===== src/rtl/led_blink_pkg.sv =====
// Shared types and constant helpers for the LED blink driver.
package led_blink_pkg;

  typedef enum logic [1:0] {
    IDLE = 2'd0,
    ON   = 2'd1,
    OFF  = 2'd2
  } blink_state_t;

  function automatic int unsigned cycles(input int unsigned ms, input int unsigned ticks);
    return ms * ticks;
  endfunction

  // Timer only has to hold 0..max-1, so a single-cycle window still needs one bit.
  function automatic int unsigned timer_width(input int unsigned on_c, input int unsigned off_c);
    int unsigned max_c;
    max_c = (on_c > off_c) ? on_c : off_c;
    return (max_c > 1) ? $clog2(max_c) : 1;
  endfunction

endpackage


===== src/rtl/led_blink_channel.sv =====
// One LED channel: IDLE/ON/OFF sequencer with a window timer and a blink counter.
module led_blink_channel
  import led_blink_pkg::*;
#(
  parameter int unsigned BLINK_BITS = 3,
  parameter int unsigned ON_CYCLES  = 10,
  parameter int unsigned OFF_CYCLES = 10,
  parameter int unsigned TIMER_W    = 4
) (
  input  logic                  clk,
  input  logic                  rst_n,
  input  logic                  start,
  input  logic [BLINK_BITS-1:0] count,
  output logic                  busy,
  output logic                  led_on
);

  localparam logic [TIMER_W-1:0] ON_END  = TIMER_W'(ON_CYCLES - 1);
  localparam logic [TIMER_W-1:0] OFF_END = TIMER_W'(OFF_CYCLES - 1);

  blink_state_t          state_q, state_d;
  logic [TIMER_W-1:0]    timer_q, timer_d;
  logic [BLINK_BITS-1:0] remaining_q, remaining_d;

  // NOTE: every signal driven here gets a default first, so no path leaves it unassigned and no latch is inferred.
  always_comb begin
    state_d     = state_q;
    timer_d     = timer_q;
    remaining_d = remaining_q;
    case (state_q)
      IDLE: begin
        if (start && (count != '0)) begin
          remaining_d = count;
          timer_d     = '0;
          state_d     = ON;
        end
      end
      ON: begin
        if (timer_q == ON_END) begin
          remaining_d = remaining_q - BLINK_BITS'(1);
          timer_d     = '0;
          state_d     = OFF;
        end else begin
          timer_d = timer_q + TIMER_W'(1);
        end
      end
      OFF: begin
        if (timer_q == OFF_END) begin
          timer_d = '0;
          state_d = (remaining_q == '0) ? IDLE : ON;
        end else begin
          timer_d = timer_q + TIMER_W'(1);
        end
      end
      default: state_d = IDLE;
    endcase
  end

  // NOTE: sequential state uses non-blocking assignments so all registers update from pre-edge values.
  always_ff @(posedge clk or negedge rst_n) begin
    if (!rst_n) begin
      state_q     <= IDLE;
      timer_q     <= '0;
      remaining_q <= '0;
      busy        <= 1'b0;
    end else begin
      state_q     <= state_d;
      timer_q     <= timer_d;
      remaining_q <= remaining_d;
      busy        <= (state_q != IDLE);
    end
  end

  // Registered in the top together with the polarity inversion.
  assign led_on = (state_q == ON);

endmodule


===== src/rtl/led_blink_driver.sv =====
// Multi-channel LED blink driver: turns single-cycle events into N visible blinks per channel.
module led_blink_driver
  import led_blink_pkg::*;
#(
  parameter int unsigned CHANNELS     = 4,
  parameter int unsigned BLINK_BITS   = 3,
  parameter int unsigned TICKS_PER_MS = 50000,
  parameter int unsigned ON_MS        = 200,
  parameter int unsigned OFF_MS       = 200,
  parameter bit          ACTIVE_LOW   = 1'b0
) (
  input  logic                           clk,
  input  logic                           rstN,
  input  logic [CHANNELS-1:0]            start,
  input  logic [CHANNELS*BLINK_BITS-1:0] count,
  output logic [CHANNELS-1:0]            busy,
  output logic [CHANNELS-1:0]            led_out
);

  localparam int unsigned ON_CYCLES  = cycles(ON_MS, TICKS_PER_MS);
  localparam int unsigned OFF_CYCLES = cycles(OFF_MS, TICKS_PER_MS);
  localparam int unsigned TIMER_W    = timer_width(ON_CYCLES, OFF_CYCLES);

  if ((ON_MS == 0) || (OFF_MS == 0)) begin : g_bad_timing
    $error("led_blink_driver: ON_MS and OFF_MS must both be non-zero");
  end

  logic [CHANNELS-1:0] led_on;

  for (genvar i = 0; i < CHANNELS; i++) begin : g_ch
    led_blink_channel #(
      .BLINK_BITS (BLINK_BITS),
      .ON_CYCLES  (ON_CYCLES),
      .OFF_CYCLES (OFF_CYCLES),
      .TIMER_W    (TIMER_W)
    ) u_channel (
      .clk    (clk),
      .rst_n  (rstN),
      .start  (start[i]),
      .count  (count[i*BLINK_BITS +: BLINK_BITS]),
      .busy   (busy[i]),
      .led_on (led_on[i])
    );
  end

  always_ff @(posedge clk or negedge rstN) begin
    if (!rstN) begin
      led_out <= {CHANNELS{ACTIVE_LOW}};
    end else begin
      led_out <= led_on ^ {CHANNELS{ACTIVE_LOW}};
    end
  end

endmodule

===== config.mk =====
export PLATFORM = sky130hd
export DESIGN_NAME = led_blink_driver
export DESIGN_NICKNAME = d
export VERILOG_FILES = /design/src/rtl/led_blink_pkg.sv /design/src/rtl/led_blink_channel.sv /design/src/rtl/led_blink_driver.sv
export SDC_FILE = /design/constraint.sdc
export NUM_CORES = 1
export LEC_CHECK = 0
export CAP_MARGIN = 10
export CORE_MARGIN = 8
export CORE_UTILIZATION = 40
export DETAILED_ROUTE_END_ITERATION = 7
export PLACE_DENSITY = 0.66
export SYNTH_ARGS = -nofsm -noshare
export SYNTH_HDL_FRONTEND = slang
export SYNTH_HIERARCHICAL = 1
export SYNTH_SLANG_ARGS = --single-unit

===== constraint.sdc =====
create_clock -name clk -period 2.9 [get_ports clk]
set_input_delay 0.435 -clock clk [delete_from_list [all_inputs] [get_ports clk]]
set_output_delay 0.435 -clock clk [all_outputs]
set_load 0.005 [all_outputs]

==> impl_metrics.py, run 1 <==
metrics = {
    "detailed_routing": {
        "routed_via_density": 5.63,
        "vias": 6090,
        "ant_nets": 0,
        "drc": 0,
        "wire_per_inst_um": 14.8,
        "initialDrtViolationCount": 443,
        "wl_mm": 16.0,
        "drtPass1Iterations": 5,
    },
    "yosys": {
        "synth_cell_types": 59,
        "synth_edf_count": 0,
        "netlist_area_sq_mm": 0.00739,
        "syn_inst": 820,
        "dominantRegCellSynth": "dfrtp_1",
        "syn_avg_cell_area_sq_um": 9.02,
        "synth_warnings": 6,
        "synth_nets": 866,
        "async_flop_share_pct": 100,
        "ys_seq_elements": 124,
        "synth.yosys.seq_area_share_pct": 42.0,
    },
    "floorplanning": {
        "die_area_sq_mm": 0.0231,
        "std_cell_rows": 49,
        "core_region_area_sq_mm": 0.0180,
        "die_w_um": 152,
        "start_util_pct": 41.0,
        "io_pins": 26,
        "fp.dieH_um": 152,
    },
    "grt": {
        "grt_overflow_total": 0,
        "grt_pass1_wl_mm": 28.2,
        "grt_max_degree": 58,
        "grt_usage_pct": 14.2,
        "grt_pass1_vias": 5909,
        "antenna_found_initial": 0,
    },
    "sta": {
        "max_freq_mhz": 457,
        "worst_pin_slew_ns": 1.02,
        "relSlewSlack_pct": 32.2,
        "finalSetupViolations": 0,
        "period_needed_ns": 2.19,
        "hold_viol": 0,
        "drv_slew": 0,
        "clock_skew_ns": 0.00728,
        "period_share_pct": 75.4,
        "tns_ns": 0,
        "rsz0062_at_grt": "false",
    },
    "setup_path": {
        "cp.buffers_inverters": 0,
        "startpoint_type": "flip-flop",
        "criticalPathCategory": "flip-flop to flip-flop",
        "cp_max_fo": 12,
        "r2r-end": "g_ch[0].u_channel/timer_q[11]",
        "worstPathCellList": "ha_1, nand3_4, nor4_4, a21oi_2, nand2_1, o41ai_1",
        "cpMaxStageDelayCell": "a21oi_2",
        "cpPeakStageDelay_ns": 0.50,
        "end_kind": "flip-flop",
        "crit_start": "g_ch[0].u_channel/timer_q[0]",
        "worst_path_dominant_cell_family": "compound AO/OA/AOI/OAI gates",
        "cp.arrival_ns": 2.49,
        "cp.required_ns": 3.21,
        "regToRegSetupSlack_ns": 0.71,
        "r2r_start": "g_ch[0].u_channel/timer_q[0]",
        "worstRegToRegCells": 6,
    },
    "final_layout": {
        "nets": 886,
        "finish.utilization_pct": 46.8,
        "antennaDiodeCount": 0,
        "area_growth_pct": 14.2,
        "drive_gt1_share_pct": 9.62,
        "nFillCells": 1688,
    },
    "pwr": {
        "power_per_cell_area_mw_per_mm2": 684,
        "max-vdd-ir-drop_uv": 464,
        "power_mw": 5.77,
        "leakage_nw": 3.59,
    },
    "hold_path": {
        "hold_start": "g_ch[0].u_channel/remaining_q[1]",
        "hold_end": "g_ch[0].u_channel/remaining_q[1]",
        "hold_path_class": "flip-flop to flip-flop",
        "hold_path_depth": 1,
    },
    "status": {
        "outcome": "complete, no violations",
    },
    "cts": {
        "htree_levels": 4,
        "cts.sinks": 124,
        "cts_tree": "built",
        "cts_max_path_buffers": 2,
        "clk_pin_slew_worst_paths_ns": 0.05,
        "clock_latency_ns": 0.42,
        "cts_inserted_buffers": 17,
        "root_buffer": "clkbuf_16",
    },
    "run": {
        "drv_cap": 0,
    },
    "placed_design": {
        "port_buffers": 25,
        "hpwl_mm": 10.7,
        "place_congestion": 0.828,
    },
}
-- layer usage --
layer | global-route usage [%] | wire length (um)
met1 | 18.6 | 7860
met2 | 22.4 | 7460
met3 | 3.42 | 499
met4 | 5.37 | 188
met5 | 0 | 0
-- final cells by class --
| class | count | area [sq um] | area share (%) |
|---|---|---|---|
| tap | 229 | 287 | 3.39 |
| multi-input combinational | 614 | 3950 | 46.8 |
| clock inverter | 8 | 115 | 1.36 |
| inverter | 51 | 191 | 2.27 |
| timing repair buffer | 32 | 319 | 3.78 |
| sequential | 124 | 3100 | 36.7 |
| clock buffer | 23 | 478 | 5.66 |
-- logic make-up (layout without fill, tap and decap cells) --
group           after synthesis  in the layout  synth area share, %
fa+ha+maj                    28             28                 4.74
xor+xnor                     34             34                 4.03
mux                          11             11                 1.78
simple gates                382            382                 28.5
flops                       124            124                 42.0
compound gates              159            159                 14.4
buf+inv                      82            114                 4.60
-- repair_timing --
item / in CTS / in global routing
resized for setup: 0 / 0
hold buffers: 1 / 0
buffers inserted: 0 / 0
endpoints found under the hold margin: 49 / 0
-- power by group --
part	total, mW	switching, mW	internal (mW)
clock	2.16	0.750	1.41
sequential	2.10	0.175	1.93
combinational	1.51	0.931	0.581
total	5.77	1.86	3.92
-- cell usage after synthesis, types with 4 or more instances --
| library cell | instances | area, sq um |
|---|---|---|
| o22a_1 | 14 | 123 |
| nor2_2 | 4 | 25.0 |
| nand2b_1 | 7 | 43.8 |
| or4_1 | 8 | 60.1 |
| nor4b_1 | 4 | 35.0 |
| nand2_1 | 87 | 327 |
| clkbuf_1 | 10 | 37.5 |
| xor2_1 | 33 | 289 |
| ha_1 | 28 | 350 |
| o311ai_1 | 6 | 52.6 |
| inv_1 | 51 | 191 |
| o21ai_0 | 29 | 145 |
| and2_1 | 6 | 37.5 |
| nor4_4 | 6 | 128 |
| nand4_1 | 49 | 307 |
| o21ai_1 | 9 | 45.0 |
| o31ai_1 | 8 | 60.1 |
| or3_1 | 9 | 56.3 |
| nor2_1 | 73 | 274 |
| nand3_1 | 62 | 310 |
| and4_1 | 7 | 61.3 |
| nor3_1 | 17 | 85.1 |
| a21o_1 | 4 | 30.0 |
| or2_2 | 6 | 37.5 |
| dfrtp_1 | 124 | 3100 |
| mux2_2 | 5 | 56.3 |
| nor4_1 | 4 | 25.0 |
| and3_1 | 13 | 81.3 |
| a21oi_1 | 31 | 155 |
| buf_2 | 20 | 100 |
| a22o_1 | 8 | 70.1 |
| a31oi_1 | 23 | 144 |
-- per-stage QoR --
step / hold slack, ns / cells / setup slack [ns] / area (sq um)
final: 0.508 / 1081 / 0.714 / 8440
after global routing: 0.540 / 1081 / 0.484 / 8440
after CTS: 0.510 / 1081 / 0.707 / 8440
after detailed placement: 0.422 / 1049 / 0.367 / 7840
after global placement: 0.420 / 1049 / 0.461 / 7840
after floorplan: 0.139 / 820 / 1.03 / 7390
-- flip-flops by register name, summed over array words and instances (netlist names) --
name,cells
g_ch.u_channel/state_q,8
g_ch.u_channel/busy,4
g_ch.u_channel/timer_q,96
g_ch.u_channel/remaining_q,12
led_out,4
-- layout by cell type (no fill, tap or decap), types with 28 or more instances in the layout --
cell type	Yosys	layout
o21ai_0	29	29
nand2_1	87	87
ha_1	28	28
nor2_1	73	73
a21oi_1	31	31
inv_1	51	51
nand3_1	62	62
dfrtp_1	124	124
nand4_1	49	49
xor2_1	33	33
-- how the worst max path moves through the flow --
stage	to	slack (ns)	cells past startpoint
finish	g_ch[0].u_channel/timer_q[11]	0.71	6
global route	g_ch[1].u_channel/timer_q[19]	0.48	5
global placement	g_ch[1].u_channel/timer_q[15]	0.46	6
CTS	g_ch[1].u_channel/timer_q[17]	0.71	5
floorplan	g_ch[1].u_channel/timer_q[13]	1.03	7
detailed placement	g_ch[1].u_channel/timer_q[16]	0.37	6
No activity file was read; power rests on OpenSTA's default activity.
==> run 2, diff against run 1 <==
clock period = 2.2 ns   (was 2.9 ns; I/O delays follow)
==> impl_metrics.py, run 2 (synthesis results as in run 1) <==
metrics = {
    "floorplanning": {
        "std_cell_rows": 49,
        "io_pins": 26,
        "die_area_sq_mm": 0.0231,
        "core_region_area_sq_mm": 0.0180,
        "die_w_um": 152,
        "fp.dieH_um": 152,
        "start_util_pct": 41.0,
    },
    "detailed_routing": {
        "wire_per_inst_um": 14.4,
        "ant_nets": 0,
        "vias": 6270,
        "drtPass1Iterations": 5,
        "routed_via_density": 5.56,
        "wl_mm": 16.2,
        "initialDrtViolationCount": 363,
        "drc": 0,
    },
    "cts": {
        "clock_latency_ns": 0.42,
        "cts_tree": "built",
        "root_buffer": "clkbuf_16",
        "cts_max_path_buffers": 2,
        "cts.sinks": 124,
        "cts_inserted_buffers": 17,
        "clk_pin_slew_worst_paths_ns": 0.06,
        "htree_levels": 4,
    },
    "pwr": {
        "power_per_cell_area_mw_per_mm2": 883,
        "p_comb_share_pct": 27.3,
        "seqPwrFrac_pct": 35.5,
        "power_frac_clock_pct": 37.3,
        "max-vdd-ir-drop_uv": 701,
        "internal_power_mw": 5.35,
        "leakage_nw": 3.84,
        "power.switching_mw": 2.46,
        "power_mw": 7.81,
        "p_sw_share_pct": 31.5,
    },
    "final_layout": {
        "drive_gt1_share_pct": 14.3,
        "antennaDiodeCount": 0,
        "layout_common_cells": "dfrtp_1, nand2_1, nor2_1",
        "multi_input_area_sq_mm": 0.00396,
        "layout_commonest_cell": "dfrtp_1",
        "design_area_sq_mm": 0.00884,
        "ff_latch_area_sq_mm": 0.00310,
        "finalNonFillerCells": 1127,
        "top_register": "g_ch.u_channel/timer_q",
        "largest_register_ffs": 96,
        "nets": 932,
        "largestRegisters": "g_ch.u_channel/timer_q (96), g_ch.u_channel/remaining_q (12), g_ch.u_channel/state_q (8)",
        "area_growth_pct": 19.6,
        "nFillCells": 1684,
    },
    "setup_path": {
        "cp.arrival_ns": 2.41,
        "criticalPathCategory": "flip-flop to flip-flop",
        "cpPeakStageDelay_ns": 0.41,
        "end_kind": "flip-flop",
        "worstPathCellList": "inv_1, ha_1, inv_1, a211oi_2, a21bo_2, buf_4, or3_1, o21ai_0",
        "cp_max_fo": 7,
        "crit_top_cell": "inv_1",
        "cp.required_ns": 2.53,
        "startpoint_type": "flip-flop",
        "cpMaxStageDelayCell": "dfrtp_1",
    },
    "run": {
        "drv_cap": 0,
    },
    "placed_design": {
        "dp.cells": 1095,
        "place_congestion": 0.825,
        "place_area_sq_mm": 0.00821,
        "place_ws_ns": -0.0804,
        "port_buffers": 25,
        "hpwl_mm": 11.4,
    },
    "grt": {
        "grt_pass1_wl_mm": 28.4,
        "antenna_found_initial": 0,
        "grt_overflow_total": 0,
        "grt_usage_pct": 14.2,
        "grt_pass1_vias": 5953,
        "grt_max_degree": 59,
    },
    "sta": {
        "relSlewSlack_pct": 56.2,
        "period_share_pct": 94.5,
        "fin_ws_ns": 0.121,
        "hold_viol": 0,
        "period_needed_ns": 2.08,
        "rsz0062_at_grt": "false",
        "worst_pin_slew_ns": 0.651,
        "finalSetupViolations": 0,
        "max_freq_mhz": 481,
        "clock_skew_ns": 0.00807,
        "finalHoldWorstSlack_ns": 0.451,
        "drv_slew": 0,
    },
    "hold_path": {
        "hold_path_class": "input pin to asynchronous set/reset pin",
    },
    "status": {
        "outcome": "complete, no violations",
    },
}
## run 2: routing by layer
| metal | track usage (%) | up-vias | wire [um] | share of wire, % |
|---|---|---|---|---|
| met5 | 0 | - | 0 | 0 |
| met3 | 2.94 | 21 | 530 | 3.3 |
| li1 | - | 3111 | - | - |
| met2 | 22.1 | 121 | 7260 | 45 |
| met1 | 19.2 | 3017 | 8170 | 50 |
| met4 | 5.14 | 0 | 232 | 1.4 |
## run 2: power groups by stage
stage | combinational, mW | clock, mW | sequential, mW
CTS | 2.14 | 2.98 | 2.77
global placement | 2.10 | 0 | 2.80
detailed placement | 2.12 | 0 | 2.81
floorplan | 1.44 | 0 | 2.76
global route | 2.40 | 3.08 | 2.81
finish | 2.13 | 2.91 | 2.77
## run 2: worst max-delay path, delay by kind of cell (launching register included)
family / cells / cell delay, ns
DFF: 1 / 0.41
and+or+nand+nor: 1 / 0.34
adders and majority gates: 1 / 0.30
buffers and inverters: 3 / 0.33
AOI/OAI and AO/OA: 3 / 0.61
## run 2: final timing paths
check	startpoint	to	slack, ns	cells past startpoint
worst min-delay path	rstN	g_ch[0].u_channel/busy	0.45	2
worst max-delay path	g_ch[1].u_channel/state_q[0]	g_ch[1].u_channel/timer_q[10]	0.12	8
max in group asynchronous	rstN	g_ch[3].u_channel/timer_q[17]	1.14	3
min in group clk	g_ch[3].u_channel/remaining_q[1]	g_ch[3].u_channel/remaining_q[1]	0.51	1
worst min register to register	g_ch[3].u_channel/remaining_q[1]	g_ch[3].u_channel/remaining_q[1]	0.51	1
worst max register to register	g_ch[1].u_channel/state_q[0]	g_ch[1].u_channel/timer_q[10]	0.12	8
## run 2: through the flow
| stage | util, % | TNS, ns |
|---|---|---|
| global placement | 45.6 | 0 |
| detailed placement | 45.6 | -0.314 |
| floorplan | - | 0 |
| CTS | 49.0 | 0 |
| finish | 49.1 | 0 |
| global route | 49.1 | 0 |
## run 2: timing repair
| item | 4_1_cts | 5_1_grt |
|---|---|---|
| buffers inserted | 0 | 0 |
| endpoints found under the hold margin | 56 | 0 |
| resized for setup | 0 | 1 |
| endpoints found under the setup margin | 0 | 1 |
| hold buffers | 1 | 0 |
## run 2: final cells by class
class	instances	share of cell area, %
clock inverters	6	1.22
multi-input cells	614	44.8
flip-flops and latches	124	35.1
clock buffers	25	5.72
well taps	229	3.24
inverters	51	2.16
repair buffers	78	7.80
